===== config.mk =====
export PLATFORM = sky130hd
export DESIGN_NAME = spike_rate_decoder
export DESIGN_NICKNAME = d
export VERILOG_FILES = /design/src/rtl/neuron_pkg.sv /design/src/rtl/spike_edge_sync.sv /design/src/rtl/spike_rate_decoder.sv
export SDC_FILE = /design/constraint.sdc
export NUM_CORES = 1
export LEC_CHECK = 0
export CORE_ASPECT_RATIO = 1.25
export CORE_MARGIN = 8
export CORE_UTILIZATION = 45
export CTS_CLUSTER_DIAMETER = 100
export DETAILED_ROUTE_END_ITERATION = 8
export GPL_TIMING_DRIVEN = 0
export PLACE_DENSITY = 0.69
export REMOVE_ABC_BUFFERS = 1
export SETUP_SLACK_MARGIN = 0.4
export SYNTH_ARGS = -nofsm -noshare
export SYNTH_HDL_FRONTEND = slang
export SYNTH_SLANG_ARGS = --single-unit

===== constraint.sdc =====
create_clock -name clk -period 1.94 [get_ports clk]
set_clock_uncertainty 0.15 [all_clocks]
set_input_delay 0.194 -clock clk [delete_from_list [all_inputs] [get_ports clk]]
set_output_delay 0.194 -clock clk [all_outputs]
set_load 0.02 [all_outputs]

===== src/rtl/neuron_pkg.sv =====
// Shared types and defaults for the neuron datapath receive side.
package neuron_pkg;

  typedef enum logic [0:0] {
    IDLE  = 1'b0,
    ACCUM = 1'b1
  } state_e;

  localparam int DEF_WINDOW_LEN  = 16;
  localparam int DEF_CNT_W       = 5;
  localparam int DEF_SYNC_STAGES = 2;

  // Window counter width; never narrower than one bit.
  function automatic int win_cnt_w(input int window_len);
    return (window_len < 2) ? 1 : $clog2(window_len);
  endfunction

endpackage


===== src/rtl/spike_edge_sync.sv =====
// Multi-flop synchroniser for an asynchronous spike line followed by a
// registered rising-edge detector (one-cycle pulse per 0->1 transition).
module spike_edge_sync
  import neuron_pkg::*;
#(
  parameter int SYNC_STAGES = DEF_SYNC_STAGES
) (
  input  logic clk,
  input  logic rst_n,
  input  logic d_in,
  output logic edge_out
);

  logic [SYNC_STAGES-1:0] sync_r;
  logic                   prev_r;
  logic                   edge_r;

  // Synchroniser chain, previous-level flop and registered edge pulse.
  always_ff @(posedge clk or negedge rst_n) begin
    if (!rst_n) begin
      sync_r <= {SYNC_STAGES{1'b0}};
      prev_r <= 1'b0;
      edge_r <= 1'b0;
    end else begin
      sync_r <= {sync_r[SYNC_STAGES-2:0], d_in};
      prev_r <= sync_r[SYNC_STAGES-1];
      edge_r <= sync_r[SYNC_STAGES-1] & ~prev_r;
    end
  end

  assign edge_out = edge_r;

endmodule


===== src/rtl/spike_rate_decoder.sv =====
// Counts spike rising edges over a fixed window of clock cycles and offers
// each window's count on a valid/ready port with a sticky overrun flag.
module spike_rate_decoder
  import neuron_pkg::*;
#(
  parameter int WINDOW_LEN  = DEF_WINDOW_LEN,
  parameter int CNT_W       = DEF_CNT_W,
  parameter int SYNC_STAGES = DEF_SYNC_STAGES
) (
  input  logic             clk,
  input  logic             rst_n,
  input  logic             en,
  input  logic             spike_in,
  input  logic             rate_ready,
  input  logic             clr_ovr,
  output logic [CNT_W-1:0] rate_out,
  output logic             rate_valid,
  output logic             overrun,
  output logic             busy
);

  localparam int               WIN_W    = win_cnt_w(WINDOW_LEN);
  localparam logic [WIN_W-1:0] WIN_LAST = WIN_W'(WINDOW_LEN - 1);
  localparam logic [CNT_W-1:0] CNT_MAX  = {CNT_W{1'b1}};

  state_e           state_r;
  state_e           state_nxt_s;
  logic [WIN_W-1:0] win_cnt_r;
  logic [WIN_W-1:0] win_nxt_s;
  logic [CNT_W-1:0] spk_cnt_r;
  logic [CNT_W-1:0] spk_nxt_s;
  logic [CNT_W:0]   spk_sum_s;
  logic [CNT_W-1:0] result_s;
  logic             close_s;
  logic             edge_s;

  logic [CNT_W-1:0] rate_out_r;
  logic [CNT_W-1:0] rate_nxt_s;
  logic             rate_valid_r;
  logic             valid_nxt_s;
  logic             overrun_r;
  logic             ovr_nxt_s;
  logic             busy_r;

  spike_edge_sync #(
    .SYNC_STAGES(SYNC_STAGES)
  ) u_edge_sync (
    .clk     (clk),
    .rst_n   (rst_n),
    .d_in    (spike_in),
    .edge_out(edge_s)
  );

  // Spike count including the current pulse, saturated to the count width.
  always_comb begin
    spk_sum_s = {1'b0, spk_cnt_r} + {{CNT_W{1'b0}}, edge_s};
    if (spk_sum_s[CNT_W]) begin
      result_s = CNT_MAX;
    end else begin
      result_s = spk_sum_s[CNT_W-1:0];
    end
  end

  // Window FSM; the closing edge delivers even when en has dropped.
  always_comb begin
    state_nxt_s = state_r;
    win_nxt_s   = win_cnt_r;
    spk_nxt_s   = spk_cnt_r;
    close_s     = 1'b0;
    case (state_r)
      IDLE: begin
        win_nxt_s = {WIN_W{1'b0}};
        spk_nxt_s = {CNT_W{1'b0}};
        if (en) begin
          state_nxt_s = ACCUM;
        end else begin
          state_nxt_s = IDLE;
        end
      end
      ACCUM: begin
        if (win_cnt_r == WIN_LAST) begin
          close_s     = 1'b1;
          win_nxt_s   = {WIN_W{1'b0}};
          spk_nxt_s   = {CNT_W{1'b0}};
          state_nxt_s = en ? ACCUM : IDLE;
        end else if (!en) begin
          win_nxt_s   = {WIN_W{1'b0}};
          spk_nxt_s   = {CNT_W{1'b0}};
          state_nxt_s = IDLE;
        end else begin
          win_nxt_s   = win_cnt_r + WIN_W'(1);
          spk_nxt_s   = result_s;
          state_nxt_s = ACCUM;
        end
      end
      default: begin
        win_nxt_s   = {WIN_W{1'b0}};
        spk_nxt_s   = {CNT_W{1'b0}};
        state_nxt_s = IDLE;
      end
    endcase
  end

  // Output handshake: a closing window replaces an accepted or empty slot,
  // otherwise it is dropped and flagged. Setting overrun beats clearing it.
  always_comb begin
    rate_nxt_s  = rate_out_r;
    valid_nxt_s = rate_valid_r;
    if (clr_ovr) begin
      ovr_nxt_s = 1'b0;
    end else begin
      ovr_nxt_s = overrun_r;
    end
    if (close_s) begin
      if (!rate_valid_r || rate_ready) begin
        rate_nxt_s  = result_s;
        valid_nxt_s = 1'b1;
      end else begin
        ovr_nxt_s = 1'b1;
      end
    end else if (rate_valid_r && rate_ready) begin
      valid_nxt_s = 1'b0;
    end else begin
      valid_nxt_s = rate_valid_r;
    end
  end

  // State and counter registers.
  always_ff @(posedge clk or negedge rst_n) begin
    if (!rst_n) begin
      state_r   <= IDLE;
      win_cnt_r <= {WIN_W{1'b0}};
      spk_cnt_r <= {CNT_W{1'b0}};
      busy_r    <= 1'b0;
    end else begin
      state_r   <= state_nxt_s;
      win_cnt_r <= win_nxt_s;
      spk_cnt_r <= spk_nxt_s;
      busy_r    <= (state_nxt_s == ACCUM);
    end
  end

  // Output port registers.
  always_ff @(posedge clk or negedge rst_n) begin
    if (!rst_n) begin
      rate_out_r   <= {CNT_W{1'b0}};
      rate_valid_r <= 1'b0;
      overrun_r    <= 1'b0;
    end else begin
      rate_out_r   <= rate_nxt_s;
      rate_valid_r <= valid_nxt_s;
      overrun_r    <= ovr_nxt_s;
    end
  end

  assign rate_out   = rate_out_r;
  assign rate_valid = rate_valid_r;
  assign overrun    = overrun_r;
  assign busy       = busy_r;

endmodule


==> summary.txt, run 1 <==
hold_sp: spike_in
top cell type's share of synthesized area: 0.615
cells along the critical path: ha_4 > ha_4 > a31oi_4 > a31oi_2 > mux2_4
DRT iter0 DRCs: 3
setup_tns: 0 ns
number of synthesized flops with an enable pin: 0
drt drc: 0
Die Y: 64.7 um
Avg Inst Size Synth: 12.8 um^2
Vias/cell: 5.19
crit path kind: reg2reg
synthesized flop and latch total: 21
ANT nets after route: 0
sequential share of the synthesized area: 0.615
Hold/Removal Path Class: in2reg
flop2flop setup slack: 0.45 ns
Worst Setup End Kind: flip-flop
Final setup viols: 0
total of max-cap violations: 0
Clock transition at path regs: 0.11 ns
Slew @ Worst Pin: 0.873 ns
Power Total: 687 uW
Worst Hold Path EP: u_edge_sync.sync_r[0]
CP required: 1.98 ns
GR Overflow Total: 0
Synth Flop Type: dfrtp_1
Tmin final: 1.49 ns
net load switching power: 147 uW
Num CTS Buffers: 3
Core ar.: 1790 um^2
CP Launch Type: flip-flop
GPL Wtd Cong: 0.676
ys async rst share: 1.00
antenna violations before repair: 0
first-pass GRT wire length: 2440 um
most frequent cells after synthesis: dfrtp_1, nor2_1, inv_1
CTS tree: built
count of cell types in the netlist: 24
cells taking the most area after synthesis: dfrtp_1, mux2i_1, ha_1, mux2_4, nor2_1
Mapped Area: 855 um^2
HPWL after DPL: 1070 um
switching share of power: 0.214
Die ar.: 3560 um^2
Reg2Reg Depth: 5
# nets final: 95
largest fanout on the critical path: 4
Max rail drop VDD: 0.000452 V
Initial Utilization: 0.478
vias in the first global route: 576
status: finished clean
P per Cell Area: 633 nW/um^2
final hold vios: 0
Gate power share: 0.052
drt pass-1 iters: 3
worst flop-to-flop path endpoint: rate_out[4]
I/O Pins: 14
worst path arrival time: 1.53 ns
reg2reg start: u_edge_sync.edge_out
Area Overhead vs Synth: 27.1%
Via Count: 540
CTS Sinks: 21
die width: 55.0 um
Leakage: 0.517 nW
Peak Freq: 670 MHz
CTS Root Cell: clkbuf_4
hold-fix buffers at CTS: 0
Hold WS: 0.171 ns
Pint: 540 uW
Total Routing Usage GR: 0.0881
htree depth: 1
Slew headroom: 0.416
Max Root-Sink Buffers: 2
num rows: 17
RSZ-0062 raised after global routing: false
Final period util: 0.769
Cells after Synth: 67
slowest CP cell: dfrtp_1
fraction of layout cells with a size suffix above 1: 0.212
Routed WL per cell: 13.6 um
Synth area leader: dfrtp_1
clk_lat worst skew: 0.30 ns
sequential share of power: 0.655
most frequent CP cell: ha_4
input/output buffers: 13
top-count cell post-synth: dfrtp_1
Min-Delay Path Depth: 1
drt total wl: 1410 um
Final Slew Violations: 0
largest net degree at the start of global routing: 22
yosys warns: 0
Ant. Diodes: 0
part of the power in the clock network: 0.293
Critical Path Max Stage Delay: 0.41 ns
## flip-flops by register name, indices dropped and copies added, names as in the netlist
register / cells
spk_cnt_r: 5
u_edge_sync.edge_out: 1
u_edge_sync.prev_r: 1
rate_out: 5
u_edge_sync.sync_r: 2
overrun: 1
rate_valid: 1
win_cnt_r: 4
busy: 1
## timing repair
action / CTS / global route
gates resized for setup: 14 / 4
pin swaps: 2 / 2
buffers inserted: 1 / 1
endpoints found under the setup margin: 14 / 7
## final cells by class
type,count,area [um^2]
fill,150,701
sequential,21,526
multi-input combinational,40,355
timing repair buffer,15,135
tap,19,23.8
clock buffer,3,22.5
inverter,5,18.8
clock inverter,1,5.00
## logic make-up (layout without fill, tap and decap cells)
kind of cell	count (synthesis)	count (layout)	share of synthesized area
buffers and inverters	6	24	0.0351
AO/OA/AOI/OAI	8	8	0.0615
AND/OR/NAND/NOR	21	21	0.142
flip-flops	21	21	0.615
adder cells (fa/ha/maj)	3	3	0.0439
multiplexers	6	6	0.0820
XOR/XNOR	2	2	0.0205
## worst max-delay path by stage
stage | from | end | slack [ns] | cells past startpoint
floorplan | win_cnt_r[0] | rate_out[2] | 0.39 | 4
global placement | rate_ready | rate_out[2] | 0.23 | 4
detailed placement | rate_ready | rate_out[2] | 0.23 | 4
CTS | spk_cnt_r[0] | rate_out[4] | 0.41 | 5
global route | win_cnt_r[1] | rate_out[0] | 0.40 | 5
finish | u_edge_sync.edge_out | rate_out[4] | 0.45 | 5
## power groups by stage
stage | Clock [mW] | Sequential, mW | Combinational (mW)
after floorplan | 0 | 0.459 | 0.0107
after global placement | 0 | 0.458 | 0.0350
after detailed placement | 0 | 0.458 | 0.0349
after CTS | 0.210 | 0.450 | 0.0344
after global routing | 0.231 | 0.451 | 0.0423
final | 0.201 | 0.450 | 0.0359
## metrics by stage
stage	util	cell area (um^2)	std cells	worst slack (ns)
2_1_floorplan	-	843	66	0.395
3_3_place_gp	0.558	997	98	0.225
3_5_place_dp	0.558	997	98	0.226
4_1_cts	0.590	1050	103	0.406
5_1_grt	0.608	1090	104	0.398
6_report	0.608	1090	104	0.448
## layer usage
layer  global-route usage  part of all wire  up-vias
met2                0.156              0.54        5
met1               0.0937              0.43      270
met5                    0                 0        -
li1                     -                 -      261
met4               0.0452             0.016        0
met3               0.0137             0.016        4
## layout by cell type, fill, tap and decap left out, types with 2 or more instances in the layout
cell / Yosys / layout
a31oi_1: 4 / 2
buf_4: 0 / 2
clkbuf_4: 0 / 3
clkdlybuf4s50_1: 0 / 5
dfrtp_1: 21 / 21
dlygate4sd2_1: 0 / 8
ha_4: 0 / 2
inv_1: 5 / 5
mux2_4: 2 / 2
mux2i_1: 4 / 4
nand2_1: 2 / 2
nor2_1: 8 / 8
nor2b_1: 3 / 3
## worst max-delay path, delay by kind of cell (launching register included)
family / cells / cell delay [ns]
AOI/OAI and AO/OA: 2 / 0.19
adders and majority gates: 2 / 0.35
DFF: 1 / 0.41
muxes: 1 / 0.27
Power figures use the tool's default switching activity.
==> run 2, diff against run 1 <==
- clock period: 1.94 -> 1.55 ns (I/O delays scaled with it)
==> summary.txt, run 2 (same netlist as run 1, synthesis figures left out) <==
CP Launch Type: flip-flop
# nets final: 98
Core ar.: 1790 um^2
Num CTS Buffers: 3
Final period util: 0.974
total of max-cap violations: 0
Reg2Reg Depth: 5
first-pass GRT wire length: 2480 um
Hold WS: -0.198 ns
clk_lat worst skew: 0.30 ns
Max rail drop VDD: 0.000586 V
post-layout util: 0.669
GPL Wtd Cong: 0.676
Slew @ Worst Pin: 0.888 ns
htree depth: 1
crit path kind: reg2reg
CP delay by family, top: flip-flops
largest net degree at the start of global routing: 22
Worst Setup End Kind: flip-flop
slowest CP cell: dfrtp_1
antenna violations before repair: 0
Final Instance Area: 1200 um^2
ANT nets after route: 0
register area: 526 um^2
HPWL after DPL: 1070 um
worst setup margin: 0.0400 ns
I/O Pins: 14
P per Cell Area: 732 nW/um^2
pre-CTS WS: -0.125 ns
CTS Sinks: 21
Vias/cell: 5.21
GR Overflow Total: 0
CTS Root Cell: clkbuf_4
drt pass-1 iters: 2
Slew headroom: 0.407
num rows: 17
Power Total: 875 uW
Die Y: 64.7 um
most common cell after layout, fill and taps aside: dfrtp_1
Leakage: 0.550 nW
most frequent cells in the layout: dfrtp_1, buf_6, nor2_1
placed inst area: 997 um^2
Final Slew Violations: 0
cells along the critical path: ha_4 > ha_4 > nor2_1 > a21oi_4 > mux2_4
status: finished with violations
Buf/Inv on CP: 0
flop2flop setup slack: 0.04 ns
# placed instances: 98
Initial Utilization: 0.478
Final setup viols: 0
final hold vios: 21
CP required: 1.59 ns
Clock transition at path regs: 0.12 ns
Routed WL per cell: 14.1 um
largest fanout on the critical path: 4
setup_tns: 0 ns
RSZ-0062 raised after global routing: true
Die ar.: 3560 um^2
input/output buffers: 13
Layout fillers: 137
Via Count: 558
drt drc: 0
Total Routing Usage GR: 0.0898
CTS tree: built
failing checks: negative hold slack
Peak Freq: 662 MHz
reg2reg start: spk_cnt_r[0]
worst path arrival time: 1.55 ns
Critical Path Max Stage Delay: 0.42 ns
Max Root-Sink Buffers: 2
Area Overhead vs Synth: 40.0%
die width: 55.0 um
vias in the first global route: 588
area used by multi-input combinational logic: 413 um^2
fraction of layout cells with a size suffix above 1: 0.375
Tmin final: 1.51 ns
Hold/Removal Path Class: in2async
non-filler cells in the finished layout: 107
drt total wl: 1510 um
DRT iter0 DRCs: 3
most frequent CP cell: ha_4
hold-fix buffers at CTS: 0
worst flop-to-flop path endpoint: rate_out[2]
Ant. Diodes: 0
==> run 2: power breakdown <==
| group | internal [mW] | total (mW) | switching, mW |
|---|---|---|---|
| Clock | 0.0962 | 0.257 | 0.161 |
| Combinational | 0.0275 | 0.0527 | 0.0252 |
| Sequential | 0.558 | 0.565 | 0.00762 |
| Total | 0.681 | 0.875 | 0.194 |
==> run 2: what timing repair did <==
action / CTS / global route
resized for setup: 65 / 6
pin swaps: 3 / 5
endpoints found under the hold margin: 0 / 21
cloned: 0 / 0
endpoints found under the setup margin: 20 / 41
buffers inserted: 2 / 3
==> run 2: layout make-up <==
type / instances / share of cell area
sequential: 21 / 0.439
clock buffer: 3 / 0.0188
inverter: 5 / 0.0157
timing repair buffer: 18 / 0.157
tap: 19 / 0.0199
clock inverter: 1 / 0.00418
multi-input combinational: 40 / 0.345
==> run 2: per-layer routing <==
layer  track usage  vias up  share of wire
met2         0.158        5           0.53
met4        0.0452        0          0.017
li1              -      268              -
met5             0        -              0
met1        0.0978      281           0.44
met3        0.0137        4          0.016
==> run 2: how the worst max path moves through the flow <==
stage | startpoint | to | slack, ns | cells past startpoint
final | spk_cnt_r[0] | rate_out[2] | 0.04 | 5
after detailed placement | rate_ready | rate_out[2] | -0.13 | 4
after global routing | spk_cnt_r[0] | rate_out[4] | 0.002 | 5
after CTS | u_edge_sync.edge_out | rate_out[4] | 0.04 | 5
after floorplan | win_cnt_r[0] | rate_out[2] | 0.005 | 4
after global placement | rate_ready | rate_out[2] | -0.13 | 4
